## config.mk

```make
export PLATFORM = sky130hd
export DESIGN_NAME = multi_pit
export DESIGN_NICKNAME = d
export VERILOG_FILES = /design/src/rtl/pit_pkg.sv /design/src/rtl/pit_channel.sv /design/src/rtl/multi_pit.sv
export SDC_FILE = /design/constraint.sdc
export NUM_CORES = 1
export LEC_CHECK = 0
export BUFFER_PORTS_ARGS = -buffer_cell sky130_fd_sc_hd__buf_2
export CAP_MARGIN = 20
export CORE_MARGIN = 10
export CORE_UTILIZATION = 30
export DETAILED_ROUTE_END_ITERATION = 8
export HOLD_SLACK_MARGIN = 0.03
export PLACE_DENSITY = 0.51
export SLEW_MARGIN = 20
export SYNTH_ARGS = -nofsm -noshare
export SYNTH_HDL_FRONTEND = slang
export SYNTH_SLANG_ARGS = --single-unit
```

## constraint.sdc

```tcl
create_clock -name clk -period 2.2 [get_ports clk]
set_input_delay 0.66 -clock clk [delete_from_list [all_inputs] [get_ports clk]]
set_output_delay 0.66 -clock clk [all_outputs]
set_load 0.01 [all_outputs]
```

## src/rtl/pit_pkg.sv

```systemverilog
// pit_pkg: shared mode encodings and minimum-parameter constants for multi_pit
package pit_pkg;
  typedef enum logic {PIT_ONESHOT = 1'b0, PIT_REPEAT = 1'b1} pit_mode_e;
  localparam int MIN_NUM_CH = 2;
  localparam int MIN_WIDTH = 2;
  localparam int MIN_PRESCALE_DIV = 2;
endpackage

```

## src/rtl/pit_channel.sv

```systemverilog
// pit_channel: one down-counter with reload/mode registers, expiry pulse and sticky pending flag
module pit_channel
  import pit_pkg::*;
#(
  parameter int WIDTH = 16
) (
  input  logic             clk,
  input  logic             rst_n,
  input  logic             wr,
  input  logic [WIDTH-1:0] reload,
  input  logic             rep,
  input  logic             div_on,
  input  logic             enable,
  input  logic             presc_tick,
  input  logic             clr,
  output logic             expired,
  output logic             pending,
  output logic             active
);
  logic [WIDTH-1:0] reload_q, count_q, count_d;
  pit_mode_e mode_q;
  logic div_on_q, active_q, active_d, expired_q, pending_q, pending_d, ce, hit;
  assign ce  = active_q & (div_on_q ? presc_tick : 1'b1);
  assign hit = ce & (count_q == WIDTH'(1)) & ~wr;
  // next state: a write overrides a coincident expiry; a set overrides a coincident clear
  always_comb begin
    count_d   = wr ? reload
              : hit ? (mode_q == PIT_REPEAT ? reload_q : '0)
              : (ce && count_q > WIDTH'(1)) ? count_q - WIDTH'(1) : count_q;
    active_d  = wr ? (enable & |reload) : (hit && mode_q == PIT_ONESHOT) ? 1'b0 : active_q;
    pending_d = hit | (pending_q & ~clr);
  end
  // channel state registers
  always_ff @(posedge clk or negedge rst_n) begin
    if (!rst_n) begin
      reload_q  <= '0;
      count_q   <= '0;
      mode_q    <= PIT_ONESHOT;
      div_on_q  <= 1'b0;
      active_q  <= 1'b0;
      expired_q <= 1'b0;
      pending_q <= 1'b0;
    end else begin
      if (wr) begin
        reload_q <= reload;
        mode_q   <= pit_mode_e'(rep);
        div_on_q <= div_on;
      end
      count_q   <= count_d;
      active_q  <= active_d;
      expired_q <= hit;
      pending_q <= pending_d;
    end
  end
  assign expired = expired_q;
  assign pending = pending_q;
  assign active  = active_q;
endmodule

```

## src/rtl/multi_pit.sv

```systemverilog
// multi_pit: multi-channel interval timer; optional shared prescaler enabled by MULTI_PIT_PRESCALER_EN
module multi_pit
  import pit_pkg::*;
#(
  parameter  int NUM_CH       = 4,
  parameter  int WIDTH        = 16,
  parameter  int PRESCALE_DIV = 16,
  localparam int CH_W         = $clog2(NUM_CH)
) (
  input  logic              clk,
  input  logic              rst_n,
  input  logic              cfg_we,
  input  logic [CH_W-1:0]   cfg_ch,
  input  logic [WIDTH-1:0]  cfg_reload,
  input  logic              cfg_repeat,
  input  logic              cfg_div_on,
  input  logic              cfg_enable,
  input  logic [NUM_CH-1:0] irq_mask,
  input  logic [NUM_CH-1:0] irq_clear,
  output logic [NUM_CH-1:0] expired,
  output logic [NUM_CH-1:0] irq_pending,
  output logic [NUM_CH-1:0] active,
  output logic              irq
);
  if (NUM_CH < MIN_NUM_CH) $error("multi_pit: NUM_CH too small");
  if (WIDTH < MIN_WIDTH) $error("multi_pit: WIDTH too small");
  if (PRESCALE_DIV < MIN_PRESCALE_DIV) $error("multi_pit: PRESCALE_DIV too small");
  logic presc_tick, irq_q;
`ifdef MULTI_PIT_PRESCALER_EN
  localparam int PW = $clog2(PRESCALE_DIV);
  logic [PW-1:0] presc_q;
  assign presc_tick = presc_q == PW'(PRESCALE_DIV - 1);
  // free-running prescaler shared by every channel
  always_ff @(posedge clk or negedge rst_n) begin
    if (!rst_n) presc_q <= '0;
    else presc_q <= presc_tick ? '0 : presc_q + PW'(1);
  end
`else
  assign presc_tick = 1'b1;
`endif
  for (genvar i = 0; i < NUM_CH; i++) begin : g_ch
    pit_channel #(.WIDTH(WIDTH)) u_ch (
      .clk       (clk),
      .rst_n     (rst_n),
      .wr        (cfg_we && cfg_ch == CH_W'(i)),
      .reload    (cfg_reload),
      .rep       (cfg_repeat),
      .div_on    (cfg_div_on),
      .enable    (cfg_enable),
      .presc_tick(presc_tick),
      .clr       (irq_clear[i]),
      .expired   (expired[i]),
      .pending   (irq_pending[i]),
      .active    (active[i])
    );
  end
  // interrupt line registered from masked pending flags
  always_ff @(posedge clk or negedge rst_n) begin
    if (!rst_n) irq_q <= 1'b0;
    else irq_q <= |(irq_pending & irq_mask);
  end
  assign irq = irq_q;
endmodule

```

==> flow_metrics.tcl, run 1 <==
set metrics [dict create \
    rows 59 \
    final_cell_mix "nand2_1, dfrtp_1, buf_4" \
    antenna_found_initial 1 \
    min_path_type "in2async" \
    overflow 0 \
    core_area_um2 26100 \
    grt_pass1_wl_mm 39.4 \
    crit_type "reg2reg" \
    ys_seq_area_share_pct 45.8 \
    drive_gt1_share_pct 21.6 \
    arrival_ns 2.40 \
    slew_viol_final 0 \
    grt_pass1_vias 7181 \
    synth_fp_nets 984 \
    status "finished, final reports clean" \
    io_buffers 43 \
    die_h_um 183 \
    tritoncts "done" \
    postLayoutCellArea_um2 9990 \
    setup_violations 0 \
    cts-root-buf "clkbuf_16" \
    drt-total-wl_mm 25.0 \
    synth_cell_types 66 \
    relSlewSlack_pct 43.2 \
    final_common_cell "nand2_1" \
    vias_per_cell 5.11 \
    critPathCaptureType "flop" \
    dp_hpwl_mm 17.4 \
    routedWlPerCell_um 17.7 \
    fin_worst_skew_ns 0.00769 \
    syn_avg_cell_area_um2 8.39 \
    hold_violations 0 \
    n_antenna_cell 0 \
    rsz0062_at_grt "true" \
    power.density_nw_per_um2 1050 \
    leakage_nw 4.58 \
    grt_start_max_net_pins 46 \
    ys_async_sr_fraction_pct 100 \
    dieWidth_um 183 \
    synth_area_um2 7920 \
    clock_sinks 145 \
    place_congestion 0.824 \
    synth_seq_cells 145 \
    syn2layout_area_growth_pct 26.1 \
    initial_core_util_pct 30.4 \
    vias 7217 \
    cts_buffers 17 \
    post-route-min-period_ns 2.09 \
    tns_ns 0 \
    placed_cell_area_um2 9170 \
    clk_path_buf_depth 2 \
    ioPinCount 45 \
    drt-initial-drc-count 512 \
    path_max_fanout 4 \
    dp.cells 1371 \
    rrSetupSlack_ns 0.11 \
    drc 0 \
    maxCapViolations 0 \
    grt_usage_pct 14.8 \
    start_kind "flop" \
    fin_crit_sh_pct 94.9 \
    final_cells 1412 \
    dieArea_um2 33300 \
    postSynthCellCount 944 \
    fin_hold_ws_ns 0.169 \
    irDropWorstVdd_mv 0.621 \
    ant_nets 0 \
    fillers 2652 \
    clk_latency_ns 0.43 \
    dp_slack_ns -0.192 \
    tightest_slew_ns 0.845 \
    nNetsFinal 1104 \
    dr.pass1.iters 4 \
    fin_ws_ns 0.113 \
    cts.reportedPaths.clkPinSlew_ns 0.06 \
    cp.required_ns 2.51 \
    synth_edf_count 0 \
    max_freq_mhz 479 \
    synth_ff_type "dfrtp_1" \
    yosysWarnings 0 \
    cts_max_level 4 \
]
==> sequential cells by signal, indices dropped and copies added, names as in the netlist <==
| signal | count |
|---|---|
| g_ch.u_ch.pending | 4 |
| g_ch.u_ch.active | 4 |
| g_ch.u_ch.expired | 4 |
| g_ch.u_ch.count_q | 64 |
| g_ch.u_ch.reload_q | 64 |
| g_ch.u_ch.mode_q | 4 |
| irq | 1 |
==> kinds of logic (layout without fill, tap and decap cells) <==
| logic type | count (synthesis) | in the layout | synth area share [%] |
|---|---|---|---|
| fa+ha+maj | 8 | 8 | 1.26 |
| xor+xnor | 30 | 30 | 3.32 |
| simple gates | 498 | 498 | 29.1 |
| mux | 2 | 2 | 0.253 |
| flops | 145 | 145 | 45.8 |
| buf+inv | 81 | 214 | 5.10 |
| compound gates | 180 | 180 | 15.2 |
==> cells in the mapped netlist (all sizes together), types with 8 or more instances <==
cell      n  area share [%]
nand2   279              13
dfrtp   145              46
nor2     68             3.3
o21ai    47             3.0
a21oi    38             2.5
buf      33             2.8
nand3    32             2.0
clkbuf   29             1.4
nor3     25             1.6
nor4     21             2.5
xnor2    20             2.2
inv      18            0.85
o211ai   16             1.5
a31oi    14             1.1
and3     13             1.0
nand4    10            0.87
nor3b    10            0.95
xor2     10             1.1
or3       9            0.71
ha        8             1.3
o31ai     8            0.88
==> where the power goes <==
part           switching, mW  leakage [nW]  internal (mW)
Combinational           1.76          2.48           1.63
Sequential             0.709          1.81           3.31
Clock                   1.22         0.288           1.89
Total                   3.68          4.58           6.83
==> metrics by stage <==
| step | total power, mW | utilization [%] |
|---|---|---|
| after floorplan | 5.93 | - |
| after global placement | 7.21 | 35.2 |
| after detailed placement | 7.23 | 35.2 |
| after CTS | 10.4 | 37.6 |
| after global routing | 11.2 | 38.3 |
| final | 10.5 | 38.3 |
==> critical path, cell delays in order (launching register included) <==
cell     delay [ns]
dfrtp_1        0.44
or4_1          0.59
nor4_2         0.29
nand2_1        0.11
xor2_1         0.15
o21ai_1        0.07
a221o_1        0.31
==> layer usage <==
metal	wire length, µm	share of wire (%)	global-route usage, %	vias up
li1	-	-	-	3526
met1	12100	49	20.0	3538
met2	11500	46	23.3	129
met3	1070	4.3	3.46	22
met4	256	1.0	3.32	2
met5	7	0.028	0	-
==> worst paths after layout <==
check,start,to,depth (start not counted)
min,rst_n,g_ch[0].u_ch.expired,1
max,g_ch[0].u_ch.count_q[6],g_ch[0].u_ch.count_q[15],6
max in group asynchronous,rst_n,g_ch[1].u_ch.count_q[8],2
max reg2reg,g_ch[0].u_ch.count_q[6],g_ch[0].u_ch.count_q[15],6
min in group clk,irq_clear[2],g_ch[2].u_ch.pending,2
min reg2reg,g_ch[0].u_ch.reload_q[2],g_ch[0].u_ch.reload_q[2],2
==> timing repair <==
item | in CTS | in global routing
hold buffers | 0 | 0
setup endpoints to repair | 0 | 53
gates resized for setup | 0 | 31
buffers inserted | 0 | 9
==> layout make-up <==
type                    instances  area, µm²  area share (%)
well taps                     335        419            4.20
multi-input cells             718       4030            40.4
repair buffers                163       1210            12.1
clock buffers                  18        429            4.30
clock inverters                14        190            1.90
flip-flops and latches        145       3630            36.3
inverters                      19       76.3           0.764
Note: power is estimated with default switching activity, not from simulation.
==> run 2, diff against run 1 <==
Settings changed: GPL_TIMING_DRIVEN set to 0.
==> run 2 against run 1 <==
  * Clock skew rose by 0.0025 ns
  * Highest routed layer is now met4
  * Final cell count decreased by 2.3%
  * Combinational power shrank 8.0%
  * Sequential share of layout area increased by 0.97 points
  * Largest power group unchanged
  * Cell area decreased by 2.1%
  * Die area unchanged
  * Register-to-register slack worse by 0.07 ns
  * Setup slack worse by 0.067 ns
  * Hold slack worse by 0.030 ns
  * Critical path depth unchanged
==> flow_metrics.tcl, run 2 (synthesis gave the netlist of run 1 again) <==
set metrics [dict create \
    status "finished, final reports clean" \
    placed_cell_area_um2 8590 \
    n_antenna_cell 0 \
    cts-root-buf "clkbuf_16" \
    power.density_nw_per_um2 1080 \
    ant_nets 0 \
    tns_ns 0 \
    antenna_found_initial 0 \
    clk_path_buf_depth 2 \
    leakage_nw 4.35 \
    fin_crit_sh_pct 97.9 \
    dp.cells 1322 \
    regToRegStartpoint "g_ch[2].u_ch.count_q[10]" \
    grt_pass1_wl_mm 40.3 \
    maxCapViolations 0 \
    dieWidth_um 183 \
    io_buffers 42 \
    multi_input_area_um2 4170 \
    max_freq_mhz 464 \
    nNetsFinal 1071 \
    dieArea_um2 33300 \
    crit_chain "nor4_4 -> nand4b_1 -> or3_4 -> a21oi_1 -> a211oi_1 -> a221o_1" \
    seqCellArea_um2 3650 \
    cp_slowest_cell "or3_4" \
    relSlewSlack_pct 46.9 \
    rsz0062_at_grt "true" \
    setup_violations 0 \
    postLayoutCellArea_um2 9780 \
    drive_gt1_share_pct 19.0 \
    slowest_delay_ns 0.53 \
    vias_per_cell 5.22 \
    post-route-min-period_ns 2.15 \
    rr_worst_depth 6 \
    slew_viol_final 0 \
    grt_usage_pct 15.3 \
    tightest_slew_ns 0.796 \
    min_path_type "in2async" \
    path_max_fanout 11 \
    rrSetupSlack_ns 0.05 \
    cts_buffers 17 \
    final_common_cell "nand2_1" \
    final_cell_mix "nand2_1, dfrtp_1, nor2_1" \
    cts_max_level 4 \
    ioPinCount 45 \
    vias 7195 \
    start_kind "flop" \
    drt-initial-drc-count 562 \
    routedWlPerCell_um 18.5 \
    dp_hpwl_mm 16.8 \
    drc 0 \
    core_area_um2 26100 \
    grt_start_max_net_pins 87 \
    reg_top3 "g_ch.u_ch.count_q x64, g_ch.u_ch.reload_q x64" \
    syn2layout_area_growth_pct 23.4 \
    irDropWorstVdd_mv 0.591 \
    fillers 2647 \
    fin_worst_skew_ns 0.0102 \
    final_cells 1379 \
    overflow 0 \
    hold_violations 0 \
    drt-total-wl_mm 25.5 \
    die_h_um 183 \
    grt_pass1_vias 7007 \
    ctsHoldBuffers 0 \
    critPathCaptureType "flop" \
    initial_core_util_pct 30.4 \
    place_congestion 0.844 \
    clk_latency_ns 0.44 \
    cp.required_ns 2.51 \
    tritoncts "done" \
    arrival_ns 2.47 \
    crit_type "reg2reg" \
    rows 59 \
    r2r_end "g_ch[2].u_ch.count_q[15]" \
    cts.reportedPaths.clkPinSlew_ns 0.06 \
    clock_sinks 145 \
    dr.pass1.iters 5 \
]
[run 2: changes by cell type in the layout (fill, tap and decap cells not counted), moves of 5 or more]
cell	change
dfrtp_1	-15
clkbuf_1	+26
buf_12	-5
buf_4	-64
o21ai_1	-5
dfrtp_2	+15
[run 2: critical path, delay by kind of cell, from the launching register on]
family / cells / cell delay (ns)
flops: 1 / 0.43
compound gates: 3 / 0.47
simple gates: 3 / 1.14
[run 2: routing by layer]
metal	global-route usage (%)	vias to the layer above	share of wire, %
met4	4.52	0	1.7
li1	-	3461	-
met1	21.3	3524	48
met2	23.1	178	45
met5	0	-	0
met3	3.42	32	4.8
[run 2: how the worst max path moves through the flow]
stage	from	end	slack, ns	cells after the start
after floorplan	g_ch[2].u_ch.count_q[0]	g_ch[2].u_ch.count_q[0]	0.06	8
after global placement	rst_n	g_ch[1].u_ch.count_q[4]	-1.95	1
after detailed placement	g_ch[2].u_ch.count_q[0]	g_ch[2].u_ch.count_q[0]	-0.40	8
after CTS	g_ch[3].u_ch.count_q[8]	g_ch[3].u_ch.count_q[1]	0.003	10
after global routing	g_ch[2].u_ch.count_q[10]	g_ch[2].u_ch.count_q[10]	-0.06	6
final	g_ch[2].u_ch.count_q[10]	g_ch[2].u_ch.count_q[15]	0.05	6
[run 2: layout make-up]
class                   count  share of cell area, %
multi-input cells         718                   42.6
flip-flops and latches    145                   37.3
repair buffers             74                   5.04
clock buffers              23                   4.78
well taps                 335                   4.29
plain buffers              56                   3.57
clock inverters             9                   1.57
inverters                  19                  0.832
[run 2: metrics by stage]
stage / setup slack, ns / hold slack [ns] / util [%] / power, mW
floorplan: 0.0619 / 0.364 / - / 5.93
global placement: -1.95 / 0.453 / 32.8 / 6.70
detailed placement: -0.396 / 0.461 / 33.0 / 6.74
CTS: 0.00312 / 0.176 / 36.0 / 10.1
global route: -0.0553 / 0.187 / 37.5 / 11.2
finish: 0.0459 / 0.140 / 37.5 / 10.5
[run 2: what timing repair did]
item | 4_1_cts | 5_1_grt
pin swaps | 5 | 17
cloned | 0 | 0
buffers inserted | 7 | 24
gates resized for setup | 24 | 69
endpoints found under the setup margin | 63 | 61
[run 2: power breakdown]
| part | leakage (nW) | switching [mW] | internal [mW] |
|---|---|---|---|
| Combinational | 2.26 | 1.65 | 1.48 |
| Clock | 0.298 | 1.21 | 1.96 |
| Sequential | 1.79 | 0.896 | 3.33 |
| Total | 4.35 | 3.75 | 6.77 |
==> run 3, diff against run 2 <==
Settings changed: CORE_ASPECT_RATIO set to 0.6.
==> run 3 against run 2 <==
  * Wire length increased by 5.0%
  * Sequential share of layout area shrank 0.50 points
  * Maximum frequency up 0.31%
  * Critical path depth rose by 2
  * Clock power up 1%
  * Utilization up 1.1 points
  * Clock-buffer cell count is 1 lower
  * Sequential power hardly changed
  * Via count increased by 0.76%
  * Combinational power is 2% higher
  * First-iteration DRC count is 9.4% higher
==> flow_metrics.tcl, run 3 (synthesis gave the netlist of run 1 again) <==
set metrics [dict create \
    drt-total-wl_mm 26.8 \
    p_sw_share_pct 35.8 \
    tns_ns 0 \
    fin_ws_ns 0.0526 \
    dp.cells 1339 \
    cp-startpoint "g_ch[2].u_ch.count_q[0]" \
    die_h_um 146 \
    grt_start_max_net_pins 94 \
    endpoint "g_ch[2].u_ch.count_q[10]" \
    path_max_fanout 7 \
    ioPinCount 45 \
    status "finished, final reports clean" \
    core_area_um2 25600 \
    regToRegStartpoint "g_ch[2].u_ch.count_q[0]" \
    grt_pass1_vias 6828 \
    slew_viol_final 0 \
    syn2layout_area_growth_pct 25.0 \
    post-route-min-period_ns 2.15 \
    final_cells 1405 \
    crit_type "reg2reg" \
    initial_core_util_pct 30.9 \
    maxCapViolations 0 \
    max_freq_mhz 466 \
    p_comb_share_pct 29.8 \
    drc 0 \
    vias_per_cell 5.16 \
    dr.pass1.iters 5 \
    cts_max_level 4 \
    r2r_end "g_ch[2].u_ch.count_q[10]" \
    pwr-share-clk_pct 30.2 \
    ant_nets 0 \
    critPathCaptureType "flop" \
    rsz0062_at_grt "true" \
    cp.required_ns 2.51 \
    p_int_mw 6.82 \
    cts_buffers 17 \
    clk_latency_ns 0.43 \
    n_antenna_cell 0 \
    sequentialPowerShare_pct 40.0 \
    final_common_cell "nand2_1" \
    cts-root-buf "clkbuf_16" \
    dp_hpwl_mm 18.1 \
    nNetsFinal 1080 \
    dieWidth_um 230 \
    final_util_pct 38.7 \
    rr_worst_depth 8 \
    start_kind "flop" \
    irDropWorstVdd_mv 0.439 \
    arrival_ns 2.46 \
    reg_top3 "g_ch.u_ch.count_q x64, g_ch.u_ch.reload_q x64" \
    tritoncts "done" \
    drive_gt1_share_pct 21.0 \
    overflow 0 \
    min_path_type "in2async" \
    drt-initial-drc-count 615 \
    fin_crit_sh_pct 97.6 \
    vias 7250 \
    antenna_found_initial 0 \
    power.density_nw_per_um2 1070 \
    relSlewSlack_pct 49.7 \
    grt_pass1_wl_mm 41.6 \
    setup_violations 0 \
    io_buffers 42 \
    place_congestion 0.841 \
    ctsHoldBuffers 0 \
    clock_sinks 145 \
    leakage_nw 4.41 \
    dieArea_um2 33500 \
    routedWlPerCell_um 19.1 \
    grt_usage_pct 15.7 \
    fin_hold_ws_ns 0.144 \
    rows 45 \
    rrSetupSlack_ns 0.05 \
    tightest_slew_ns 0.754 \
    final_cell_mix "nand2_1, dfrtp_1, nor2_1" \
    cts.reportedPaths.clkPinSlew_ns 0.06 \
    fin_worst_skew_ns 0.00978 \
    clk_path_buf_depth 2 \
    hold_violations 0 \
    dp_slack_ns -0.411 \
    power_switching_mw 3.81 \
]
==> run 3: cell count changes in the layout (fill, tap and decap cells not counted), sizes merged <==
cell and delta:
buf +7, clkbuf +1, clkinv +3, inv -2
==> run 3: per-layer routing <==
layer / up-vias / GRT usage [%] / share of wire [%]
met4: 0 / 3.05 / 0.71
li1: 3477 / - / -
met3: 14 / 4.20 / 6.9
met1: 3558 / 23.9 / 52
met2: 201 / 21.4 / 41
met5: - / 0 / 0
==> run 3: worst min-delay path by stage <==
| stage | startpoint | endpoint | slack, ns | cells past startpoint |
|---|---|---|---|---|
| 2_1_floorplan | rst_n | g_ch[0].u_ch.active | 0.36 | 0 |
| 3_3_place_gp | g_ch[1].u_ch.reload_q[6] | g_ch[1].u_ch.reload_q[6] | 0.45 | 2 |
| 3_5_place_dp | g_ch[0].u_ch.reload_q[5] | g_ch[0].u_ch.reload_q[5] | 0.46 | 2 |
| 4_1_cts | rst_n | g_ch[3].u_ch.expired | 0.15 | 1 |
| 5_1_grt | rst_n | g_ch[3].u_ch.expired | 0.16 | 1 |
| 6_report | rst_n | g_ch[3].u_ch.expired | 0.14 | 1 |
==> run 3: through the flow <==
step	power, mW	instance area (µm²)
floorplan	5.93	7920
global placement	6.73	8570
detailed placement	6.78	8610
CTS	10.3	9500
global route	11.3	9910
finish	10.6	9910
==> run 3: layout make-up <==
cell class                 instances  area, µm²
fill                            2635      15700
multi-input combinational        718       4180
buffer                            56        358
clock buffer                      22        484
timing repair buffer              83        568
tap                              352        440
inverter                          19       78.8
sequential                       145       3650
clock inverter                    10        155
==> run 3: worst max-delay path, cell delays in order, from the launching register on <==
cell,delay (ns)
dfrtp_2,0.46
inv_1,0.08
ha_2,0.21
nor3b_4,0.27
nand2_2,0.12
or3_4,0.38
nand3_2,0.18
a211oi_1,0.08
a221o_1,0.26
==> run 3: timing repair <==
| action | in CTS | in global routing |
|---|---|---|
| pin swaps | 9 | 20 |
| buffers inserted | 14 | 26 |
| gates cloned | 0 | 0 |
| resized for setup | 33 | 73 |
| hold endpoints to repair | 0 | 0 |
| setup endpoints to repair | 63 | 63 |
==> run 3: power by group through the flow <==
stage	clock, mW	sequential [mW]	combinational, mW
5_1_grt	3.38	4.36	3.54
3_5_place_dp	0	4.10	2.68
3_3_place_gp	0	4.10	2.64
4_1_cts	3.27	4.13	2.88
2_1_floorplan	0	3.90	2.03
6_report	3.21	4.25	3.17
